===== src/rtl/mc_datapath_if.sv =====
// Control bundle and unified memory port between the multicycle controller/memory and the datapath.
interface mc_datapath_if;
  logic [1:0]  RegSrc;
  logic        RegWrite;
  logic [1:0]  ImmSrc;
  logic        ALUSrcA;
  logic [1:0]  ALUSrcB;
  logic [1:0]  ResultSrc;
  logic [2:0]  ALUControl;
  logic        IRWrite;
  logic        AdrSrc;
  logic        PCWrite;
  logic        B;
  logic [31:0] ReadData;
  logic [31:0] Adr;
  logic [31:0] WriteData;
  logic [31:0] Instr;
  logic [3:0]  ALUFlags;

  modport master (
    output RegSrc, RegWrite, ImmSrc, ALUSrcA, ALUSrcB, ResultSrc, ALUControl,
           IRWrite, AdrSrc, PCWrite, B, ReadData,
    input  Adr, WriteData, Instr, ALUFlags
  );

  modport slave (
    input  RegSrc, RegWrite, ImmSrc, ALUSrcA, ALUSrcB, ResultSrc, ALUControl,
           IRWrite, AdrSrc, PCWrite, B, ReadData,
    output Adr, WriteData, Instr, ALUFlags
  );
endinterface


===== src/rtl/mc_datapath.sv =====
// Multicycle ARM-subset datapath: PC/IR/Data/A/WriteData/ALUOut registers, 15-entry
// register file, immediate extender and flag-producing ALU.
module mc_datapath #(
  parameter logic [31:0] PC_RESET = 32'h0000_0000
) (
  input logic          clk,
  input logic          reset,
  mc_datapath_if.slave bus_io
);

  logic [31:0] pc_q, ir_q, data_q, a_q, wd_q, aluout_q;
  logic [31:0] rf_q [15];

  logic [3:0]  ra1, ra2, wa;
  logic [31:0] rd1, rd2;
  logic [31:0] ext_imm, src_a, src_b;
  logic [32:0] add_sum, sub_sum;
  logic [31:0] alu_result, result;
  logic        alu_c, alu_v;

  assign ra1 = bus_io.RegSrc[0] ? 4'd15 : ir_q[19:16];
  assign ra2 = bus_io.RegSrc[1] ? ir_q[15:12] : ir_q[3:0];
  assign wa  = bus_io.B ? 4'd14 : ir_q[15:12];

  always_comb begin
    ext_imm = 32'h0;
    unique case (bus_io.ImmSrc)
      2'b00: ext_imm = {24'h0, ir_q[7:0]};
      2'b01: ext_imm = {20'h0, ir_q[11:0]};
      2'b10: ext_imm = {{6{ir_q[23]}}, ir_q[23:0], 2'b00};
      2'b11: ext_imm = 32'h0;
    endcase
  end

  assign src_a = bus_io.ALUSrcA ? pc_q : a_q;

  always_comb begin
    src_b = 32'h0;
    unique case (bus_io.ALUSrcB)
      2'b00: src_b = wd_q;
      2'b01: src_b = ext_imm;
      2'b10: src_b = 32'd4;
      2'b11: src_b = 32'h0;
    endcase
  end

  assign add_sum = {1'b0, src_a} + {1'b0, src_b};
  assign sub_sum = {1'b0, src_a} + {1'b0, ~src_b} + 33'd1;

  always_comb begin
    alu_result = 32'h0;
    alu_c      = 1'b0;
    alu_v      = 1'b0;
    case (bus_io.ALUControl)
      3'b000: begin
        alu_result = add_sum[31:0];
        alu_c      = add_sum[32];
        alu_v      = (src_a[31] == src_b[31]) && (add_sum[31] != src_a[31]);
      end
      3'b001: begin
        alu_result = sub_sum[31:0];
        alu_c      = sub_sum[32];
        alu_v      = (src_a[31] != src_b[31]) && (sub_sum[31] != src_a[31]);
      end
      3'b010:  alu_result = src_a & src_b;
      3'b011:  alu_result = src_a | src_b;
      3'b100:  alu_result = src_a ^ src_b;
      3'b101:  alu_result = src_b;
      default: alu_result = 32'h0;
    endcase
  end

  always_comb begin
    result = aluout_q;
    unique case (bus_io.ResultSrc)
      2'b00: result = aluout_q;
      2'b01: result = data_q;
      2'b10: result = alu_result;
      2'b11: result = aluout_q;
    endcase
  end

  // Address 15 is the PC view: it reads the live Result bus instead of storage.
  always_comb begin
    rd1 = result;
    rd2 = result;
    for (int i = 0; i < 15; i++) begin
      if (ra1 == 4'(i)) rd1 = rf_q[i];
      if (ra2 == 4'(i)) rd2 = rf_q[i];
    end
  end

  always_ff @(posedge clk or negedge reset) begin
    if (!reset) begin
      pc_q     <= PC_RESET;
      ir_q     <= 32'h0;
      data_q   <= 32'h0;
      a_q      <= 32'h0;
      wd_q     <= 32'h0;
      aluout_q <= 32'h0;
    end else begin
      data_q   <= bus_io.ReadData;
      a_q      <= rd1;
      wd_q     <= rd2;
      aluout_q <= alu_result;
      if (bus_io.IRWrite) ir_q <= bus_io.ReadData;
      if (bus_io.PCWrite) pc_q <= result;
    end
  end

  always_ff @(posedge clk or negedge reset) begin
    if (!reset) begin
      for (int i = 0; i < 15; i++) rf_q[i] <= 32'h0;
    end else begin
      for (int i = 0; i < 15; i++) begin
        if (bus_io.RegWrite && (wa == 4'(i))) rf_q[i] <= result;
      end
    end
  end

  assign bus_io.Adr       = bus_io.AdrSrc ? result : pc_q;
  assign bus_io.WriteData = wd_q;
  assign bus_io.Instr     = ir_q;
  assign bus_io.ALUFlags  = {alu_result[31], (alu_result == 32'h0), alu_c, alu_v};

endmodule


===== src/flat_wrapper.sv =====
// flat-port wrapper written by rule: the top's interface ports become plain ports
module mc_datapath_flat 
#(
  parameter logic [31:0] PC_RESET = 32'h0000_0000
)
  (clk, reset, bus_io_RegSrc, bus_io_RegWrite, bus_io_ImmSrc, bus_io_ALUSrcA, bus_io_ALUSrcB, bus_io_ResultSrc, bus_io_ALUControl, bus_io_IRWrite, bus_io_AdrSrc, bus_io_PCWrite, bus_io_B, bus_io_ReadData, bus_io_Adr, bus_io_WriteData, bus_io_Instr, bus_io_ALUFlags);
  mc_datapath_if bus_io_i ();
  input logic clk;
  input logic reset;
  input wire logic [$bits(bus_io_i.RegSrc)-1:0] bus_io_RegSrc;
  input wire logic [$bits(bus_io_i.RegWrite)-1:0] bus_io_RegWrite;
  input wire logic [$bits(bus_io_i.ImmSrc)-1:0] bus_io_ImmSrc;
  input wire logic [$bits(bus_io_i.ALUSrcA)-1:0] bus_io_ALUSrcA;
  input wire logic [$bits(bus_io_i.ALUSrcB)-1:0] bus_io_ALUSrcB;
  input wire logic [$bits(bus_io_i.ResultSrc)-1:0] bus_io_ResultSrc;
  input wire logic [$bits(bus_io_i.ALUControl)-1:0] bus_io_ALUControl;
  input wire logic [$bits(bus_io_i.IRWrite)-1:0] bus_io_IRWrite;
  input wire logic [$bits(bus_io_i.AdrSrc)-1:0] bus_io_AdrSrc;
  input wire logic [$bits(bus_io_i.PCWrite)-1:0] bus_io_PCWrite;
  input wire logic [$bits(bus_io_i.B)-1:0] bus_io_B;
  input wire logic [$bits(bus_io_i.ReadData)-1:0] bus_io_ReadData;
  output wire logic [$bits(bus_io_i.Adr)-1:0] bus_io_Adr;
  output wire logic [$bits(bus_io_i.WriteData)-1:0] bus_io_WriteData;
  output wire logic [$bits(bus_io_i.Instr)-1:0] bus_io_Instr;
  output wire logic [$bits(bus_io_i.ALUFlags)-1:0] bus_io_ALUFlags;
  assign bus_io_i.RegSrc = bus_io_RegSrc;
  assign bus_io_i.RegWrite = bus_io_RegWrite;
  assign bus_io_i.ImmSrc = bus_io_ImmSrc;
  assign bus_io_i.ALUSrcA = bus_io_ALUSrcA;
  assign bus_io_i.ALUSrcB = bus_io_ALUSrcB;
  assign bus_io_i.ResultSrc = bus_io_ResultSrc;
  assign bus_io_i.ALUControl = bus_io_ALUControl;
  assign bus_io_i.IRWrite = bus_io_IRWrite;
  assign bus_io_i.AdrSrc = bus_io_AdrSrc;
  assign bus_io_i.PCWrite = bus_io_PCWrite;
  assign bus_io_i.B = bus_io_B;
  assign bus_io_i.ReadData = bus_io_ReadData;
  assign bus_io_Adr = bus_io_i.Adr;
  assign bus_io_WriteData = bus_io_i.WriteData;
  assign bus_io_Instr = bus_io_i.Instr;
  assign bus_io_ALUFlags = bus_io_i.ALUFlags;
  mc_datapath #(.PC_RESET(PC_RESET)) u_core (.clk(clk), .reset(reset), .bus_io(bus_io_i));
endmodule

===== config.mk =====
export PLATFORM = sky130hd
export DESIGN_NAME = mc_datapath_flat
export DESIGN_NICKNAME = d
export VERILOG_FILES = /design/src/rtl/mc_datapath_if.sv /design/src/rtl/mc_datapath.sv /design/src/flat_wrapper.sv
export SDC_FILE = /design/constraint.sdc
export NUM_CORES = 2
export LEC_CHECK = 0
export ABC_AREA = 1
export CORE_MARGIN = 2
export CORE_UTILIZATION = 50
export CTS_BUF_LIST = sky130_fd_sc_hd__clkbuf_8
export CTS_CLUSTER_SIZE = 16
export DETAILED_ROUTE_END_ITERATION = 8
export DONT_BUFFER_PORTS = 1
export PLACE_DENSITY_LB_ADDON = 0.1
export SLEW_MARGIN = 5
export SYNTH_ARGS = -nofsm -noshare
export SYNTH_HDL_FRONTEND = slang
export SYNTH_SLANG_ARGS = --single-unit

===== constraint.sdc =====
create_clock -name clk -period 5.14 [get_ports clk]
set_clock_uncertainty 0.1 [all_clocks]
set_input_delay 0 -clock clk [delete_from_list [all_inputs] [get_ports clk]]
set_output_delay 0 -clock clk [all_outputs]
set_load 0.1 [all_outputs]

Yosys cells after proc, flatten, opt, wreduce, memory -nomap -nowiden
Cells that the tools add are included.
{"block": "op_classes", "add_sub_neg": 3, "n_eq_ne": 60, "n_mux": 41, "n_bitwise": 4, "reduce_logical": 26}
{"operator": "$mux W32", "n": 32}
{"operator": "$pmux W32 S4", "n": 2}
{"operator": "$pmux W32 S6", "n": 1}
{"operator": "$pmux W32 S3", "n": 1}
{"operator": "$eq A4 B4 Y1 const B", "n": 21}
{"operator": "$add A32 B32 Y33", "n": 2}
{"operator": "$eq A4 B3 Y1 const B", "n": 12}
{"operator": "$add A33 B1 Y33 const B", "n": 1}
{"operator": "$and A32 B32 Y32", "n": 1}
{"operator": "$logic_not A32 Y1", "n": 1}
{"operator": "$not A32 Y32", "n": 1}
{"operator": "$or A32 B32 Y32", "n": 1}
{"operator": "$xor A32 B32 Y32", "n": 1}
{"operator": "$eq A4 B2 Y1 const B", "n": 6}
{"operator": "$logic_and A1 B1 Y1", "n": 17}
{"operator": "$eq A2 B2 Y1 const B", "n": 6}
{"operator": "$eq A4 B1 Y1 const B", "n": 3}
{"operator": "$logic_not A4 Y1", "n": 3}
{"operator": "$mux W4", "n": 3}
{"operator": "$eq A2 B1 Y1 const B", "n": 3}
{"operator": "$eq A3 B2 Y1 const B", "n": 2}
{"operator": "$eq A3 B3 Y1 const B", "n": 2}
{"operator": "$logic_not A2 Y1", "n": 3}
{"operator": "$pmux W1 S2", "n": 2}
{"operator": "other kinds (5)", "n": 7}
{"block": "totals", "ff_bits": 672, "input_bits": 51, "out_inout_bits": 100, "elab_cells": 155}

Longest topological paths before layout
{"block": "logic_depth", "depth_word": 23, "mapped_depth": 42}

Worst setup path after synthesis
Ideal clock, no wire load.
{"block": "synth_timing", "path_kind": "reg-to-output", "from": "register u_core.ir_q[0], in the netlist u_core.bus_io.Instr[0]", "to": "output port bus_io_Adr[26]", "arrival_time_ns": 5.526, "required_time_ns": 5.040, "setup_slack_ns": -0.486, "path_stages_with_launch": 24, "path_buffers": 1, "cell_sequence": "dfrtp_1 > inv_1 > o21ai_1 > ha_1 > inv_1 > fa_1 > inv_1 > nand3_1 > nand2_1 > nand2_1 > nand2_1 > nand2_1 > nand2_1 > nand2_1 > nand2_1 > nand2_1 > nand3_1 > nand3_1 > nand3_2 > nand2_1 > nand2_1 > nand2_2 > clkbuf_1 > o21ai_0"}
{"block": "synth_between", "elab_chain_cells": 8, "word_cells_on_any_way": 9, "cone_classes": "3 x add/sub; 5 x mux; 1 x bitwise"}
{"element": "start: declaration", "line_no": "mc_datapath.sv:11", "text": "logic [31:0] pc_q, ir_q, data_q, a_q, wd_q, aluout_q;"}
{"element": "start signal: assignment", "line_no": "mc_datapath.sv:106", "text": "if (bus_io.IRWrite) ir_q <= bus_io.ReadData;"}
{"element": "$pmux W32 S4 *", "line_no": "mc_datapath.sv:27", "text": "unique case (bus_io.ImmSrc)"}
{"element": "$pmux W32 S4 *", "line_no": "mc_datapath.sv:39", "text": "unique case (bus_io.ALUSrcB)"}
{"element": "$not A32 Y32", "line_no": "mc_datapath.sv:48", "text": "assign sub_sum = {1'b0, src_a} + {1'b0, ~src_b} + 33'd1;"}
{"element": "$add A32 B32 Y33", "line_no": "mc_datapath.sv:48"}
{"element": "$add A33 B1 Y33", "line_no": "mc_datapath.sv:48"}
{"element": "$pmux W32 S6 *", "line_no": "mc_datapath.sv:54", "text": "case (bus_io.ALUControl)"}
{"element": "via u_core.alu_result[26]", "line_no": "mc_datapath.sv:18", "text": "logic [31:0] alu_result, result;"}
{"element": "$pmux W32 S3 *", "line_no": "mc_datapath.sv:75", "text": "unique case (bus_io.ResultSrc)"}
{"element": "$mux W32 *", "line_no": "mc_datapath.sv:121", "text": "assign bus_io.Adr = bus_io.AdrSrc ? result : pc_q;"}
{"element": "end: declaration", "line_no": "flat_wrapper.sv:22", "text": "output wire logic [$bits(bus_io_i.Adr)-1:0] bus_io_Adr;"}
The timed path passes the listed nets; every way through them passes the cells marked *.

Worst setup path in the final report
{"block": "layout_timing", "from": "register u_core.ir_q[6], in the netlist u_core.bus_io.Instr[6]", "to": "register u_core.wd_q[26], in the netlist u_core.bus_io.WriteData[26]"}
{"block": "layout_between", "elab_chain_cells": 22, "word_cells_on_any_way": 23, "cone_classes": "3 x add/sub; 19 x mux; 1 x bitwise"}
{"element": "$pmux W32 S4 *", "line_no": "mc_datapath.sv:27"}
{"element": "$pmux W32 S4 *", "line_no": "mc_datapath.sv:39"}
{"element": "$not A32 Y32", "line_no": "mc_datapath.sv:48"}
{"element": "$add A32 B32 Y33", "line_no": "mc_datapath.sv:48"}
{"element": "$add A33 B1 Y33", "line_no": "mc_datapath.sv:48"}
{"element": "$pmux W32 S6 *", "line_no": "mc_datapath.sv:54"}
{"element": "via u_core.alu_result[26]", "line_no": "mc_datapath.sv:18"}
{"element": "$pmux W32 S3 *", "line_no": "mc_datapath.sv:75"}
{"element": "$mux W32 * (15 in series)", "line_no": "mc_datapath.sv:89", "text": "if (ra2 == 4'(i)) rd2 = rf_q[i];"}
{"element": "via u_core.rd2[26]", "line_no": "mc_datapath.sv:15", "text": "logic [31:0] rd1, rd2;"}
{"element": "end signal: assignment", "line_no": "mc_datapath.sv:104", "text": "wd_q <= rd2;"}
{"element": "end: declaration", "line_no": "mc_datapath.sv:11"}
Marked as above.
A chain may end at the register's enable or synchronous reset.

==> impl_metrics.tcl <==
set metrics [dict create \
    via_per_inst 5.81 \
    hold_path.class "input pin to asynchronous set/reset pin" \
    worstMarginPinSlew_ns 4.24 \
    drv_cap 0 \
    rows 106 \
    endpoint_kind "flip-flop" \
    clk_pin_slew_ns 0.07 \
    max_freq_ghz 0.204 \
    clock_latency_ns 0.82 \
    start_kind "flip-flop" \
    htreeDepth 3 \
    wl_per_cell_um 24.3 \
    synth_flop_cell "dfrtp_1" \
    port_buffers 0 \
    setup_viol 0 \
    die_area_um2 85900 \
    place_area_um2 44600 \
    critPathSlowestCell "dfrtp_1" \
    status "finished with violations" \
    cp_common_cell "nand2_1" \
    crit_type "flip-flop to flip-flop" \
    cp_slowest_stage_delay_ns 0.40 \
    syn_area_um2 41800 \
    ys_types 55 \
    violations "negative hold slack, max-slew violations" \
    clockBufferDepth 3 \
    dp_slack_ns -0.0123 \
    p_leak_nw 24.3 \
    ios 151 \
    fin_util_pct 58.0 \
    cts-root-buf "clkbuf_8" \
    cts_tree "built" \
    p_total_mw 21.4 \
    ir_worst_vdd_mv 0.376 \
    cts_made_buffers 118 \
    routed_wl_um 182000 \
    start_util_pct 50.3 \
    stdcell_count 7489 \
    tns_ns 0 \
    first_global_vias 40500 \
    via_count 43500 \
    whs_ns -1.19 \
    drtPass1Iterations 6 \
    dp_hpwl_um 126000 \
    yosys_register_bits 672 \
    ant_nets 0 \
    grt_pass1_wl_um 268000 \
    die_x_um 293 \
    ys_seq_area_share_pct 40.2 \
    dp.cells 7168 \
    synth_enable_flop_cells 0 \
    reg2reg_slack_ns 0.24 \
    fin_ws_ns 0.236 \
    grt_antenna_before_repair 9 \
    post-route-cell-area_um2 48200 \
    first_iter_violations 5508 \
    final_nets 6467 \
    power_density_nw_per_um2 443 \
    worstPathArrival_ns 5.47 \
    syn_avg_cell_area_um2 6.84 \
    drc 0 \
    grt_remaining_overflow 0 \
    crit_fanout 6 \
    finalCritPeriodShare_pct 95.4 \
    coreArea_um2 83200 \
    clock_sinks 672 \
    fp.dieH_um 293 \
    grt_util_all_layers_pct 41.9 \
    maxSlewViolCount 565 \
    drive_above_1_share_pct 13.4 \
    finalHoldViolations 672 \
    routabilityCongestion 1.07 \
    synth_warnings 0 \
    slew_headroom_pct -183 \
    min_period_ns 4.90 \
    critPathRequiredTime_ns 5.71 \
    syn_nets 6272 \
    grt_max_degree 673 \
    area_growth_pct 15.3 \
    syn_inst 6113 \
    async_flop_share_pct 100 \
]
-- flip-flops by register name, summed over array words and instances (netlist names) --
signal	flops
u_core.aluout_q	32
u_core.data_q	32
u_core.a_q	32
u_core.rf_q	480
u_core.pc_q	32
u_core.bus_io.Instr	32
u_core.bus_io.WriteData	32
-- what timing repair did --
item | in CTS | in global routing
hold buffers | 96 | 1
pin swaps | 0 | 1
hold endpoints to repair | 939 | 673
resized for setup | 1 | 50
endpoints found under the setup margin | 1 | 55
buffers inserted | 0 | 3
-- where the power goes --
| part | switching [mW] | internal [mW] |
|---|---|---|
| clock network | 2.50 | 2.75 |
| registers | 1.03 | 6.53 |
| logic | 6.10 | 2.46 |
-- cell usage in the layout, fill, tap and decap left out, drive strengths merged, types with 106 or more instances in the layout --
cell / instances
dfrtp: 672
nand3: 436
nand2: 2133
clkbuf: 150
a21oi: 418
nor2: 289
ha: 106
inv: 613
o21ai: 842
buf: 351
-- per-layer routing --
layer | wire [um] | vias to the layer above | part of all wire (%) | global-route usage, %
met4 | 10800 | 8 | 5.9 | 22.0
met2 | 78200 | 2350 | 43 | 62.6
met3 | 19200 | 468 | 11 | 10.7
li1 | - | 20100 | - | -
met5 | 54 | - | 0.030 | 0
met1 | 73500 | 20600 | 40 | 56.1
-- synth_stat cells, types with 7 or more instances --
master | number | area [um^2]
a21oi_1 | 408 | 2040
a21oi_2 | 10 | 87.6
a221oi_2 | 8 | 120
buf_2 | 72 | 360
buf_4 | 7 | 52.6
clkbuf_1 | 285 | 1070
clkinv_1 | 9 | 33.8
dfrtp_1 | 672 | 16800
ha_1 | 106 | 1330
inv_1 | 513 | 1930
inv_2 | 56 | 210
mux2_2 | 13 | 146
nand2_1 | 2106 | 7910
nand2_2 | 23 | 144
nand3_1 | 421 | 2110
nand3_2 | 15 | 150
nand4_1 | 13 | 81.3
nor2_1 | 282 | 1060
nor3_1 | 21 | 105
nor4_1 | 10 | 62.6
o211ai_1 | 31 | 233
o21ai_0 | 745 | 3730
o21ai_1 | 79 | 395
o21ai_2 | 15 | 131
o21bai_1 | 19 | 143
o221ai_1 | 14 | 123
o22ai_1 | 24 | 150
or2_2 | 69 | 432
-- critical path, delay by kind of cell (launching register included) --
kind / cells / cell delay, ns
flops: 1 / 0.40
fa+ha+maj: 1 / 0.37
compound gates: 3 / 0.58
simple gates: 28 / 3.09
buf+inv: 2 / 0.22
-- cells by family (layout without fill, tap and decap cells) --
group | count (synthesis) | in the layout | synth area share [%]
buf+inv | 950 | 1240 | 8.88
simple gates | 2979 | 2979 | 29.2
other cells | 0 | 6 | 0
compound gates | 1390 | 1390 | 18.0
xor+xnor | 1 | 1 | 0.0210
flops | 672 | 672 | 40.2
fa+ha+maj | 108 | 108 | 3.27
mux | 13 | 13 | 0.350
-- worst paths after layout --
| kind | startpoint | end | depth (start not counted) |
|---|---|---|---|
| max | u_core.bus_io.Instr[6]$_DFFE_PN0P_ | u_core.bus_io.WriteData[26]$_DFF_PN0_ | 34 |
| min | reset | u_core.rf_q[448]$_DFFE_PN0P_ | 0 |
| min reg2reg | u_core.rf_q[0]$_DFFE_PN0P_ | u_core.bus_io.WriteData[0]$_DFF_PN0_ | 2 |
| min in group clk | bus_io_RegSrc[1] | u_core.bus_io.WriteData[1]$_DFF_PN0_ | 8 |
| max reg2reg | u_core.bus_io.Instr[6]$_DFFE_PN0P_ | u_core.bus_io.WriteData[26]$_DFF_PN0_ | 34 |
| max in group asynchronous | reset | u_core.bus_io.WriteData[12]$_DFF_PN0_ | 0 |
-- layout make-up --
class,instances,area [um^2]
flip-flops and latches,672,16800
clock inverters,65,409
inverters,578,2170
fillers,8080,35000
well taps,1080,1350
diodes,6,15.0
repair buffers,447,3730
clock buffers,150,2060
multi-input cells,4491,21600
No activity file was read; power rests on OpenSTA's default activity.
